--- config.mk ---
export PLATFORM = sky130hd
export DESIGN_NAME = activation_sequencer
export DESIGN_NICKNAME = d
export VERILOG_FILES = /design/src/rtl/activation_sequencer.sv
export SDC_FILE = /design/constraint.sdc
export NUM_CORES = 1
export LEC_CHECK = 0
export CAP_MARGIN = 20
export CORE_UTILIZATION = 43
export CTS_BUF_LIST = sky130_fd_sc_hd__clkbuf_2
export DETAILED_ROUTE_END_ITERATION = 10
export MAX_ROUTING_LAYER = met4
export PLACE_DENSITY = 0.79
export SYNTH_ARGS = -nofsm -noshare
export SYNTH_HDL_FRONTEND = slang
export SYNTH_SLANG_ARGS = --single-unit
--- constraint.sdc ---
create_clock -name clk_i -period 2.2 [get_ports clk_i]
set_input_delay 0.33 -clock clk_i [delete_from_list [all_inputs] [get_ports clk_i]]
set_output_delay 0.33 -clock clk_i [all_outputs]
set_load 0.1 [all_outputs]
--- src/rtl/activation_sequencer.sv ---
// Initiator-side sequencer for an activation unit: forward pass arg->res,
// and when training is enabled a backward pass err->fbk.
module activation_sequencer #(
  parameter int ARG_W   = 16,
  parameter int RES_W   = 8,
  parameter int ERR_W   = 16,
  parameter int TIMEOUT = 255
) (
  input  logic             clk_i,
  input  logic             rst_n_i,
  input  logic             en_i,
  input  logic             inp_stb_i,
  output logic             inp_rdy_o,
  input  logic [ARG_W-1:0] inp_dat_i,
  output logic             arg_stb_o,
  input  logic             arg_rdy_i,
  output logic [ARG_W-1:0] arg_dat_o,
  input  logic             res_stb_i,
  output logic             res_rdy_o,
  input  logic [RES_W-1:0] res_dat_i,
  output logic             out_stb_o,
  input  logic             out_rdy_i,
  output logic [RES_W-1:0] out_dat_o,
  input  logic             dlt_stb_i,
  output logic             dlt_rdy_o,
  input  logic [ERR_W-1:0] dlt_dat_i,
  output logic             err_stb_o,
  input  logic             err_rdy_i,
  output logic [ERR_W-1:0] err_dat_o,
  input  logic             fbk_stb_i,
  output logic             fbk_rdy_o,
  input  logic [ERR_W-1:0] fbk_dat_i,
  output logic             grd_stb_o,
  input  logic             grd_rdy_i,
  output logic [ERR_W-1:0] grd_dat_o,
  output logic             abort_o
);

  localparam int CNT_W = $clog2(TIMEOUT + 1);

  typedef enum logic [2:0] {
    S_IDLE, S_ARG, S_RES, S_OUT, S_DLT, S_ERR, S_FBK, S_GRD
  } state_t;

  state_t             state_q, state_d;
  logic [CNT_W-1:0]   cnt_q, cnt_d;
  logic               abort_q, abort_d;
  logic [ARG_W-1:0]   arg_dat_q, arg_dat_d;
  logic [RES_W-1:0]   out_dat_q, out_dat_d;
  logic [ERR_W-1:0]   err_dat_q, err_dat_d;
  logic [ERR_W-1:0]   grd_dat_q, grd_dat_d;
  logic [7:0]         hs_q, hs_d;  // {grd,fbk,err,dlt,out,res,arg,inp}

  // Handshake outputs are registered, so qualify transfers with the registered flags.
  logic tmo;
  assign tmo = (cnt_q == CNT_W'(TIMEOUT - 1));

  always_ff @(posedge clk_i or negedge rst_n_i) begin
    if (!rst_n_i) begin
      state_q   <= S_IDLE;
      cnt_q     <= '0;
      abort_q   <= 1'b0;
      arg_dat_q <= '0;
      out_dat_q <= '0;
      err_dat_q <= '0;
      grd_dat_q <= '0;
      hs_q      <= '0;
    end else begin
      state_q   <= state_d;
      cnt_q     <= cnt_d;
      abort_q   <= abort_d;
      arg_dat_q <= arg_dat_d;
      out_dat_q <= out_dat_d;
      err_dat_q <= err_dat_d;
      grd_dat_q <= grd_dat_d;
      hs_q      <= hs_d;
    end
  end

  always_comb begin
    state_d   = state_q;
    cnt_d     = '0;
    abort_d   = abort_q;
    arg_dat_d = arg_dat_q;
    out_dat_d = out_dat_q;
    err_dat_d = err_dat_q;
    grd_dat_d = grd_dat_q;
    case (state_q)
      S_IDLE: if (inp_stb_i && hs_q[0]) begin
        arg_dat_d = inp_dat_i;
        state_d   = S_ARG;
      end
      S_ARG: if (hs_q[1] && arg_rdy_i) state_d = S_RES;
      S_RES: begin
        if (res_stb_i && hs_q[2]) begin
          out_dat_d = res_dat_i;
          state_d   = S_OUT;
        end else if (tmo) begin
          abort_d = 1'b1;
          state_d = S_IDLE;
        end else begin
          cnt_d = cnt_q + 1'b1;
        end
      end
      S_OUT: if (hs_q[3] && out_rdy_i) state_d = en_i ? S_DLT : S_IDLE;
      S_DLT: if (dlt_stb_i && hs_q[4]) begin
        err_dat_d = dlt_dat_i;
        state_d   = S_ERR;
      end
      S_ERR: if (hs_q[5] && err_rdy_i) state_d = S_FBK;
      S_FBK: begin
        if (fbk_stb_i && hs_q[6]) begin
          grd_dat_d = fbk_dat_i;
          state_d   = S_GRD;
        end else if (tmo) begin
          abort_d = 1'b1;
          state_d = S_IDLE;
        end else begin
          cnt_d = cnt_q + 1'b1;
        end
      end
      S_GRD: if (hs_q[7] && grd_rdy_i) state_d = S_IDLE;
      default: state_d = S_IDLE;
    endcase
  end

  always_comb begin
    hs_d    = '0;
    hs_d[0] = (state_d == S_IDLE);
    hs_d[1] = (state_d == S_ARG);
    hs_d[2] = (state_d == S_RES);
    hs_d[3] = (state_d == S_OUT);
    hs_d[4] = (state_d == S_DLT);
    hs_d[5] = (state_d == S_ERR);
    hs_d[6] = (state_d == S_FBK);
    hs_d[7] = (state_d == S_GRD);
  end

  assign inp_rdy_o = hs_q[0];
  assign arg_stb_o = hs_q[1];
  assign res_rdy_o = hs_q[2];
  assign out_stb_o = hs_q[3];
  assign dlt_rdy_o = hs_q[4];
  assign err_stb_o = hs_q[5];
  assign fbk_rdy_o = hs_q[6];
  assign grd_stb_o = hs_q[7];
  assign arg_dat_o = arg_dat_q;
  assign out_dat_o = out_dat_q;
  assign err_dat_o = err_dat_q;
  assign grd_dat_o = grd_dat_q;
  assign abort_o   = abort_q;

endmodule

==> Word-level counts from Yosys, hierarchy flattened <==
Cells that the tools add are included.
{ "word_totals": {"regBits": 76, "latchBits": 0, "mem_bits_rw": 0, "mem_bits_ro": 0, "input_bits": 67, "elab_cells": 61, "memories": 0} }
{ "op_classes": {"n_addsub": 1, "multipliers": 0, "div": 0, "magnitude_cmp": 0, "n_eq_ne": 17, "n_shift": 0, "muxes": 19, "bitwise_logic": 0, "n_reduce_logical": 16} }
{ "op_table": {"columns": ["op", "count"], "rows": [
  ["two-way mux 3 bit", 10],
  ["== test 3 bit (second input constant)", 8],
  ["two-way mux 8 bit", 3],
  ["one-hot mux 3 bit (8 select lines)", 1],
  ["one-hot mux 8 bit (2 select lines)", 1],
  ["== test 3 x 2 -> 1 bit (second input constant)", 4],
  ["adder 8 x 1 -> 8 bit (second input constant)", 1],
  ["== test 8 bit (second input constant)", 1],
  ["logical AND 1 bit", 8],
  ["AND reduction 2 bit", 4],
  ["== test 3 x 1 -> 1 bit (second input constant)", 2],
  ["zero test 3 bit", 2],
  ["!= test 2 bit (second input constant)", 2],
  ["two-way mux 1 bit", 3],
  ["AND reduction 3 bit", 1],
  ["one-hot mux 1 bit (2 select lines)", 1],
  ["nonzero test 2 bit", 1]
]} }

==> Logic depth before layout (Yosys ltp) <==
Gate-level depths: netlist of the first run.
{ "logic_depth": {"depth_word": 5, "mapped_depth": 6, "ltp_nobuf": 6} }

==> Least setup slack after synthesis of the first run <==
Ideal clock, no wire load.
{ "synth_path": {"path_type": "reg-to-reg", "from": "register hs_q[6]", "to": "register grd_dat_q[10] (netlist: grd_dat_o[10])", "setup_ns": 0.125, "t_arrival_ns": 2.010, "required_time_ns": 2.075, "slack_ns": 0.064, "stages_incl_launch_ff": 5, "path_buffers": 1, "synth_period_minus_slack_ns": 2.136, "path_cell_list": "dfrtp_1 nand2_1 nor2_1 buf_4 mux2_2"} }
{ "synth_between": {"elab_chain_len": 2} }
{ "synth_rtl": {"columns": ["item", "line", "source"], "rows": [
  ["start, declared", "52", "logic [7:0] hs_q, hs_d;"],
  ["start signal, assigned", "76", "hs_q <= hs_d;"],
  ["logical AND 1 bit", "112", "if (fbk_stb_i && hs_q[6]) begin"],
  ["AND reduction 2 bit (no source line)", null, null],
  ["end signal, assigned", "75", "grd_dat_q <= grd_dat_d;"],
  ["end, declared", "51", "logic [ERR_W-1:0] grd_dat_q, grd_dat_d;"]
]} }
Every way passes these cells.
A chain may end at the register's enable or synchronous reset.

==> Worst setup path in the final report of the first run <==
{ "layout_path": {"from": "register cnt_q[2]", "to": "register hs_q[0]"} }
{ "layout_between": {"elab_chain_len": 5, "word_cells_on_any_way": 6, "classes_between": "1 x eq/ne; 4 x mux; 1 x reduce/logical"} }
{ "layout_rtl": {"columns": ["item", "line", "source"], "rows": [
  ["start, declared", "46", "logic [CNT_W-1:0] cnt_q, cnt_d;"],
  ["start signal, assigned", "70", "cnt_q <= cnt_d;"],
  ["== test 8 bit *", "56", "assign tmo = (cnt_q == CNT_W'(TIMEOUT - 1));"],
  ["two-way mux 3 bit *", "98, 115", null],
  ["two-way mux 3 bit (on tied branches)", "112, 95", null],
  ["one-hot mux 3 bit (8 select lines) *", "88", "case (state_q)"],
  ["net state_d[2]", "45", "state_t state_q, state_d;"],
  ["zero test 3 bit *", "129", "hs_d[0] = (state_d == S_IDLE);"],
  ["net hs_d[0]", "52", null]
]} }
The timed path passes the listed nets; every way through them passes the cells marked *.

==> results of run 1 <==
-- power by group --
part | internal (W) | switching, W
logic | 0.000917 | 0.00293
registers | 0.00176 | 0.000263
clock network | 0.000265 | 0.000485
total | 0.00295 | 0.00368
-- metrics by stage --
step	instance area (µm²)	total power [W]	setup slack (ns)
finish	4430	0.00663	0.407
global route	4430	0.00689	0.290
CTS	4430	0.00667	0.397
detailed placement	4310	0.00592	0.284
global placement	4310	0.00586	0.341
floorplan	3050	0.00508	0.0645
-- cell families after synthesis --
group,count (synthesis),synth area share [%]
flip-flops,76,62.4
multiplexers,56,20.7
AND/OR/NAND/NOR,49,9.77
buffers and inverters,11,2.17
AO/OA/AOI/OAI,10,2.46
XOR/XNOR,6,1.72
adder cells (fa/ha/maj),2,0.821
-- layout make-up --
class                      count  area [µm²]  share of cell area, %
sequential                    76        1900                   42.9
timing repair buffer         137        1210                   27.2
multi-input combinational    123        1080                   24.4
tap                           96         120                   2.71
clock inverter                 6        62.6                   1.41
clock buffer                  10        50.0                   1.13
inverter                       3        11.3                  0.254
-- layer usage --
layer	track usage, %	vias up
met3	4.86	12
met4	7.88	0
met1	23.4	1047
li1	-	1020
met2	30.1	85
met5	-	-
-- final timing paths --
check / from / end / cells after the start
worst max register to register: cnt_q[2] / hs_q[0] / 5
worst min register to register: abort_o / abort_o / 1
worst max-delay path: cnt_q[2] / hs_q[0] / 5
worst min-delay path: rst_n_i / arg_dat_o[4] / 2
min in group clk_i: inp_dat_i[14] / arg_dat_o[14] / 2
max in group asynchronous: rst_n_i / hs_q[4] / 3
-- worst max-delay path, delay by kind of cell (launching register included) --
| kind | cells | cell delay [ns] |
|---|---|---|
| AO/OA/AOI/OAI | 1 | 0.48 |
| buffers and inverters | 1 | 0.16 |
| flip-flops | 1 | 0.47 |
| AND/OR/NAND/NOR | 3 | 0.61 |
-- repair_timing --
| item | CTS | global route |
|---|---|---|
| endpoints found under the hold margin | 36 | 0 |
| hold buffers | 1 | 0 |
| gates resized for setup | 0 | 0 |
-- synthesized netlist by cell type (2+ instances only) --
| cell type | number |
|---|---|
| dfrtp_1 | 76 |
| mux2_2 | 56 |
| nor2_1 | 9 |
| nand3_1 | 7 |
| nand2_1 | 5 |
| xor2_1 | 5 |
| buf_4 | 4 |
| nand3b_1 | 4 |
| nor3_1 | 4 |
| and2_1 | 3 |
| inv_1 | 3 |
| nor2_2 | 3 |
| o22ai_1 | 3 |
| buf_2 | 2 |
| ha_1 | 2 |
| nand2b_1 | 2 |
| or3_1 | 2 |
-- flip-flops by register name (all words and copies together) (netlist names) --
| register | count |
|---|---|
| err_dat_o | 16 |
| arg_dat_o | 16 |
| state_q | 3 |
| grd_dat_o | 16 |
| hs_q | 8 |
| out_dat_o | 8 |
| abort_o | 1 |
| cnt_q | 8 |
==> impl_metrics.ini, run 1 <==
[sta]
max_slew_margin_pct = 66.4
setup_viol_count_final = 0
worstMarginPinSlew_ns = 0.505
fmax_mhz = 558
tns_ns = 0
post-route-period-util_pct = 81.5
period_needed_ns = 1.79
clock-skew-final_ns = 0.0287
drv_slew = 0
rsz0062_at_grt = false
hold_viol = 0
hold_ws_ns = 0.322

[power_and_ir_drop]
p_leak_nw = 2.14
vdd_drop_max_mv = 1.18
power_density_nw_per_um2 = 1490

[logic_synthesis]
synth-warning-count = 0
synth_area_per_cell_um2 = 14.5
synth_area_leaders = dfrtp_1 62%, mux2_2 21%, xor2_1 1.4%
yosys.area.top_type = dfrtp_1
synth_flop_cell = dfrtp_1
ys_seq_area_share_pct = 62.4
ys_async_sr_fraction_pct = 100
synth-edff-count = 0
yosys_register_bits = 76
synth_cell_types = 37
syn_inst = 210
synth.net_count = 279
synth_top_area_share_pct = 62.4
synth.cell_area_um2 = 3050

[global_route]
antenna_found_initial = 0
grt_max_degree = 41
grt_pass1_vias = 2211
grt_pass1_wl_mm = 10.5
grt_use_total_pct = 19.0
grt_overflow = 0

[clock_tree]
cts_tree = yes
path_clk_slew_ns = 0.21
clockBufferDepth = 2
cts_sinks = 76
cts_buffers = 9
cts_setup_buffers = 0
root_buffer = clkbuf_2
worstSkewPairLatency_ns = 0.48
cts-htree-levels = 3

[floorplanning]
initial_core_util_pct = 44.6
die-area_um2 = 7430
die_w_um = 86.2
die_h_um = 86.2
rows = 30
io_pins = 132
core_um2 = 6830

[critical_path]
path_cells = and4_4, nand4_4, a311oi_1, inv_1, nor3_1
path_class = reg2reg
cp_slowest_stage_delay_ns = 0.48
worst-r2r-setup-slack_ns = 0.41
cp-start-kind = flip-flop
required_ns = 2.60
cp_max_fo = 5
slowest_stage = a311oi_1
crit_arrival_ns = 2.19
crit_path_end_kind = flip-flop

[place]
dp_hpwl_mm = 4.92
finalWeightedCongestion = 0.864
port_buffers = 131
dp_cells = 434

[cells_and_area]
final_nets = 419
layout_commonest_cell = dfrtp_1
fin_cells = 451
postLayoutCoreUtil_pct = 64.9
fillers = 560
area_growth_syn_to_layout_pct = 45.4
final_layout_size_suffix_gt1_share_pct = 42.8
n_antenna_cell = 0
mostFrequentLayoutCells = 76 x dfrtp_1, 70 x buf_4, 65 x clkdlybuf4s50_1

[routing]
wl_per_cell_um = 14.7
firstDrtPassIters = 4
ant_nets = 0
drt_iter0_drc = 108
drc_errors = 0
top_layer = met4
dr_wl_met3_um = 431
wl_met2_mm = 3.30
met1Wirelength_mm = 2.78
routed_wl_mm = 6.64
vias = 2164
viasPerCell = 4.80

[worst_hold_path]
hold_path_class = in2async

[outcome]
outcome = completed

[flow_run]
drv_cap = 0
Note: power is estimated with default switching activity, not from simulation.
==> inputs of run 2 (changes only) <==
==> constraint.sdc (replaced) <==
create_clock -name clk_i -period 1.8 [get_ports clk_i]
set_input_delay 0.27 -clock clk_i [delete_from_list [all_inputs] [get_ports clk_i]]
set_output_delay 0.27 -clock clk_i [all_outputs]
set_load 0.1 [all_outputs]
==> run 2 against run 1 <==
Compared with the run above:
- clock power fell by 1%
- die area did not move
- critical endpoint is now arg_dat_o[6]
- non-clock buffer count rose by 5
- utilization rose by 2.5 points
- largest cell class unchanged
- register-to-register slack got worse by 0.32 ns
==> impl_metrics.ini, run 2 (synthesis gave the netlist of run 1 again) <==
[sta]
drv_slew = 0
post-route-period-util_pct = 94.9
period_needed_ns = 1.71
clock-skew-final_ns = 0.0162
hold_viol = 0
max_slew_margin_pct = 61.0
fmax_mhz = 585
setup_viol_count_final = 0
hold_ws_ns = 0.294
worstMarginPinSlew_ns = 0.585

[critical_path]
cp_slowest_stage_delay_ns = 0.44
path_class = reg2reg
cp-start-kind = flip-flop
slowest_stage = dfrtp_2
cp_max_fo = 16
required_ns = 2.18
crit_arrival_ns = 2.09
crit_start = state_q[1]
crit_path_end = arg_dat_o[6]
r2r_start = state_q[1]
worst-r2r-setup-slack_ns = 0.09
reg2reg_depth = 5
path_cells = buf_4, or3_4, nor2_2, buf_12, mux2_2
worstReg2RegEnd = arg_dat_o[6]
crit_path_end_kind = flip-flop

[routing]
vias = 2216
ant_nets = 0
drt_iter0_drc = 42
viasPerCell = 4.86
drc_errors = 0
wl_per_cell_um = 14.7
firstDrtPassIters = 4
routed_wl_mm = 6.68

[global_route]
grt_overflow = 0
grt_use_total_pct = 18.9
grt_max_degree = 47
grt_pass1_wl_mm = 10.3
grt_pass1_vias = 2265
antenna_found_initial = 0

[clock_tree]
path_clk_slew_ns = 0.20
worstSkewPairLatency_ns = 0.48
clockBufferDepth = 2
cts_tree = yes
root_buffer = clkbuf_2
cts_sinks = 76
cts-htree-levels = 3
cts_buffers = 9

[cells_and_area]
final_nets = 424
final_area_um2 = 4600
final_layout_size_suffix_gt1_share_pct = 48.1
postLayoutCoreUtil_pct = 67.4
fillers = 548
mostFrequentLayoutCells = 65 x dfrtp_1, 65 x clkdlybuf4s50_1, 64 x buf_4
area_growth_syn_to_layout_pct = 51.0
fin_cells = 456
n_antenna_cell = 0

[worst_hold_path]
hold_path_class = in2async

[power_and_ir_drop]
p_leak_nw = 2.17
power_density_nw_per_um2 = 1790
vdd_drop_max_mv = 1.74

[place]
dpl-instance-area_um2 = 4470
port_buffers = 131
dp_cells = 437
finalWeightedCongestion = 0.808
dp_hpwl_mm = 4.97

[outcome]
outcome = completed

[floorplanning]
core_um2 = 6830
die_w_um = 86.2
rows = 30
initial_core_util_pct = 44.6
io_pins = 132
die_h_um = 86.2
die-area_um2 = 7430

[flow_run]
drv_cap = 0
## run 2: changes by cell type in the layout (fill, tap and decap cells not counted), sizes merged
cell,change
clkbuf,+2
bufinv,-1
buf,+4
clkinv,+1
inv,-1
## run 2: worst min-delay path by stage
stage,startpoint,end,slack (ns),cells past startpoint
floorplan,rst_n_i,abort_o,-0.03,0
global placement,rst_n_i,grd_dat_o[6],0.31,1
detailed placement,rst_n_i,err_dat_o[0],0.31,1
CTS,rst_n_i,err_dat_o[0],0.29,2
global route,rst_n_i,grd_dat_o[13],0.29,2
finish,rst_n_i,grd_dat_o[6],0.29,2
## run 2: what timing repair did
item                                   in CTS  in global routing
gates cloned                                0                  0
setup endpoints to repair                   1                  4
hold buffers                                1                  0
buffers inserted                            0                  2
endpoints found under the hold margin      45                  0
resized for setup                           2                  6
## run 2: area by class of cell
cell class              instances  area [µm²]  share of cell area (%)
well taps                      96         120                    2.61
multi-input cells             123        1110                    24.0
repair buffers                142        1370                    29.7
flip-flops and latches         76        1920                    41.6
clock buffers                  11        55.1                    1.20
clock inverters                 5        28.8                   0.625
inverters                       3        11.3                   0.245
## run 2: power breakdown
part           internal, W  switching, W  leakage [nW]
sequential         0.00217      0.000329         0.991
combinational      0.00135       0.00366          1.13
clock             0.000184      0.000556        0.0554
## run 2: layer usage
layer	GRT usage (%)	share of wire (%)	up-vias
met5	-	0	-
met4	8.18	2.0	0
met3	4.95	7.2	13
met2	30.1	49	90
met1	22.8	41	1082
li1	-	-	1031
## run 2: critical path: cells and delay by family (launching register included)
family,cells,cell delay [ns]
buffers and inverters,2,0.31
DFF,1,0.44
muxes,1,0.35
and+or+nand+nor,2,0.52
## run 2: per-stage QoR
step	setup TNS, ns	power, W	setup slack [ns]
2_1_floorplan	-0.586	0.00622	-0.0500
3_3_place_gp	-0.0335	0.00738	-0.0103
3_5_place_dp	-0.227	0.00745	-0.0727
4_1_cts	0	0.00821	0.00835
5_1_grt	-0.0393	0.00859	-0.0160
6_report	0	0.00824	0.0914
==> inputs of run 3 (changes only) <==
--- a/config.mk
+++ b/config.mk
@@ -6,11 +6,13 @@
 export NUM_CORES = 1
 export LEC_CHECK = 0
 export CAP_MARGIN = 20
+export CORE_ASPECT_RATIO = 1.75
 export CORE_UTILIZATION = 43
 export CTS_BUF_LIST = sky130_fd_sc_hd__clkbuf_2
 export DETAILED_ROUTE_END_ITERATION = 10
 export MAX_ROUTING_LAYER = met4
 export PLACE_DENSITY = 0.79
+export SLEW_MARGIN = 20
 export SYNTH_ARGS = -nofsm -noshare
 export SYNTH_HDL_FRONTEND = slang
 export SYNTH_SLANG_ARGS = --single-unit
==> run 3 against run 2 <==
Compared with the run above:
- sequential share of layout area is 0.57 points lower
- utilization increased by 0.68 points
- critical path type unchanged
- highest routed layer unchanged
- critical path depth shrank 1
- sequential power about the same
==> impl_metrics.ini, run 3 (synthesis gave the netlist of run 1 again) <==
[clock_tree]
clockBufferDepth = 2
cts_tree = yes
cts_buffers = 9
worstSkewPairLatency_ns = 0.51
path_clk_slew_ns = 0.21
root_buffer = clkbuf_2
cts_sinks = 76
cts-htree-levels = 3

[sta]
drv_slew = 0
setup_viol_count_final = 0
period_needed_ns = 1.71
fmax_mhz = 584
max_slew_margin_pct = 68.6
post-route-period-util_pct = 95.1
worstMarginPinSlew_ns = 0.472
hold_viol = 0
clock-skew-final_ns = 0.0301

[critical_path]
required_ns = 2.21
reg2reg_depth = 4
cp-start-kind = flip-flop
path_cells = or3_1, a2bb2oi_1, or4b_1, nor3_1
cp_max_fo = 9
slowest_stage = or4b_1
cp_slowest_stage_delay_ns = 0.56
crit_arrival_ns = 2.12
crit_path_end_kind = flip-flop
path_class = reg2reg

[routing]
drc_errors = 0
firstDrtPassIters = 6
vias = 2233
routed_wl_mm = 6.99
drt_iter0_drc = 86
wl_per_cell_um = 15.7
viasPerCell = 5.03
ant_nets = 0

[power_and_ir_drop]
power_density_nw_per_um2 = 1860
total_power_w = 0.00870
p_leak_nw = 2.22
vdd_drop_max_mv = 1.50

[flow_run]
drv_cap = 0

[cells_and_area]
area_growth_syn_to_layout_pct = 53.1
final_layout_size_suffix_gt1_share_pct = 46.9
postLayoutCoreUtil_pct = 68.1
mostFrequentLayoutCells = 65 x dfrtp_1, 65 x clkdlybuf4s50_1, 65 x buf_4
fin_cells = 444
final_area_um2 = 4670
final_nets = 424
n_antenna_cell = 0

[global_route]
antenna_found_initial = 0
grt_pass1_vias = 2311
grt_pass1_wl_mm = 10.9
grt_overflow = 0
grt_max_degree = 37
grt_use_total_pct = 20.4

[floorplanning]
io_pins = 132
rows = 40
die-area_um2 = 7440
core_um2 = 6860
initial_core_util_pct = 44.5
die_h_um = 113
die_w_um = 65.7

[worst_hold_path]
hold_path_class = in2async

[place]
dp_cells = 425
port_buffers = 131
dp_hpwl_mm = 5.37
finalWeightedCongestion = 0.791
dpl-instance-area_um2 = 4450

[outcome]
outcome = completed
run 3: changes by cell type in the layout (fill, tap and decap cells not counted), moves of 2 or more:
cell,before,now
clkinvlp_4,2,0
nor3_2,2,0
nor3_1,2,4
bufinv_16,0,4
clkinv_2,2,0
run 3: power breakdown:
part	total (W)	internal (W)	switching, W
registers	0.00250	0.00217	0.000333
clock network	0.00130	0.000746	0.000556
logic	0.00490	0.00127	0.00362
total	0.00870	0.00419	0.00451
run 3: layout make-up:
cell class	count	area, µm²
inverters	3	11.3
multi-input cells	123	1090
clock buffers	11	55.1
clock inverters	5	124
fillers	523	2190
well taps	84	105
flip-flops and latches	76	1920
repair buffers	142	1370
run 3: through the flow:
step	setup TNS, ns	hold slack (ns)	setup WS (ns)
2_1_floorplan	-0.586	-0.0256	-0.0500
3_3_place_gp	-0.0601	0.256	-0.0170
3_5_place_dp	-0.306	0.261	-0.0961
4_1_cts	0	0.190	0.0197
5_1_grt	-0.0169	0.168	-0.0118
6_report	0	0.215	0.0881
run 3: repair_timing:
item,in CTS,in global routing
hold buffers,1,0
buffers inserted,0,2
gates resized for setup,1,3
endpoints found under the setup margin,1,4
hold endpoints to repair,34,0
run 3: worst paths after layout:
kind                               from             to  slack, ns
setup / recovery             state_q[2]        hs_q[6]       0.09
hold / removal                  rst_n_i  grd_dat_o[12]       0.22
setup reg to reg             state_q[2]        hs_q[6]       0.09
hold reg to reg            grd_dat_o[1]   grd_dat_o[1]       0.53
max in group asynchronous       rst_n_i  grd_dat_o[13]       0.97
min in group clk_i         dlt_dat_i[1]   err_dat_o[1]       0.35
run 3: worst max-delay path, delay by kind of cell, from the launching register on:
family           cells  cell delay [ns]
flip-flops           1             0.49
AO/OA/AOI/OAI        1             0.22
AND/OR/NAND/NOR      3             0.94
run 3: layer usage:
metal | wire length (µm) | GRT usage, % | vias to the layer above
li1 | - | - | 1031
met4 | 234 | 12.3 | 0
met2 | 4020 | 34.7 | 82
met3 | 287 | 5.40 | 20
met1 | 2440 | 20.1 | 1100
met5 | 0 | - | -
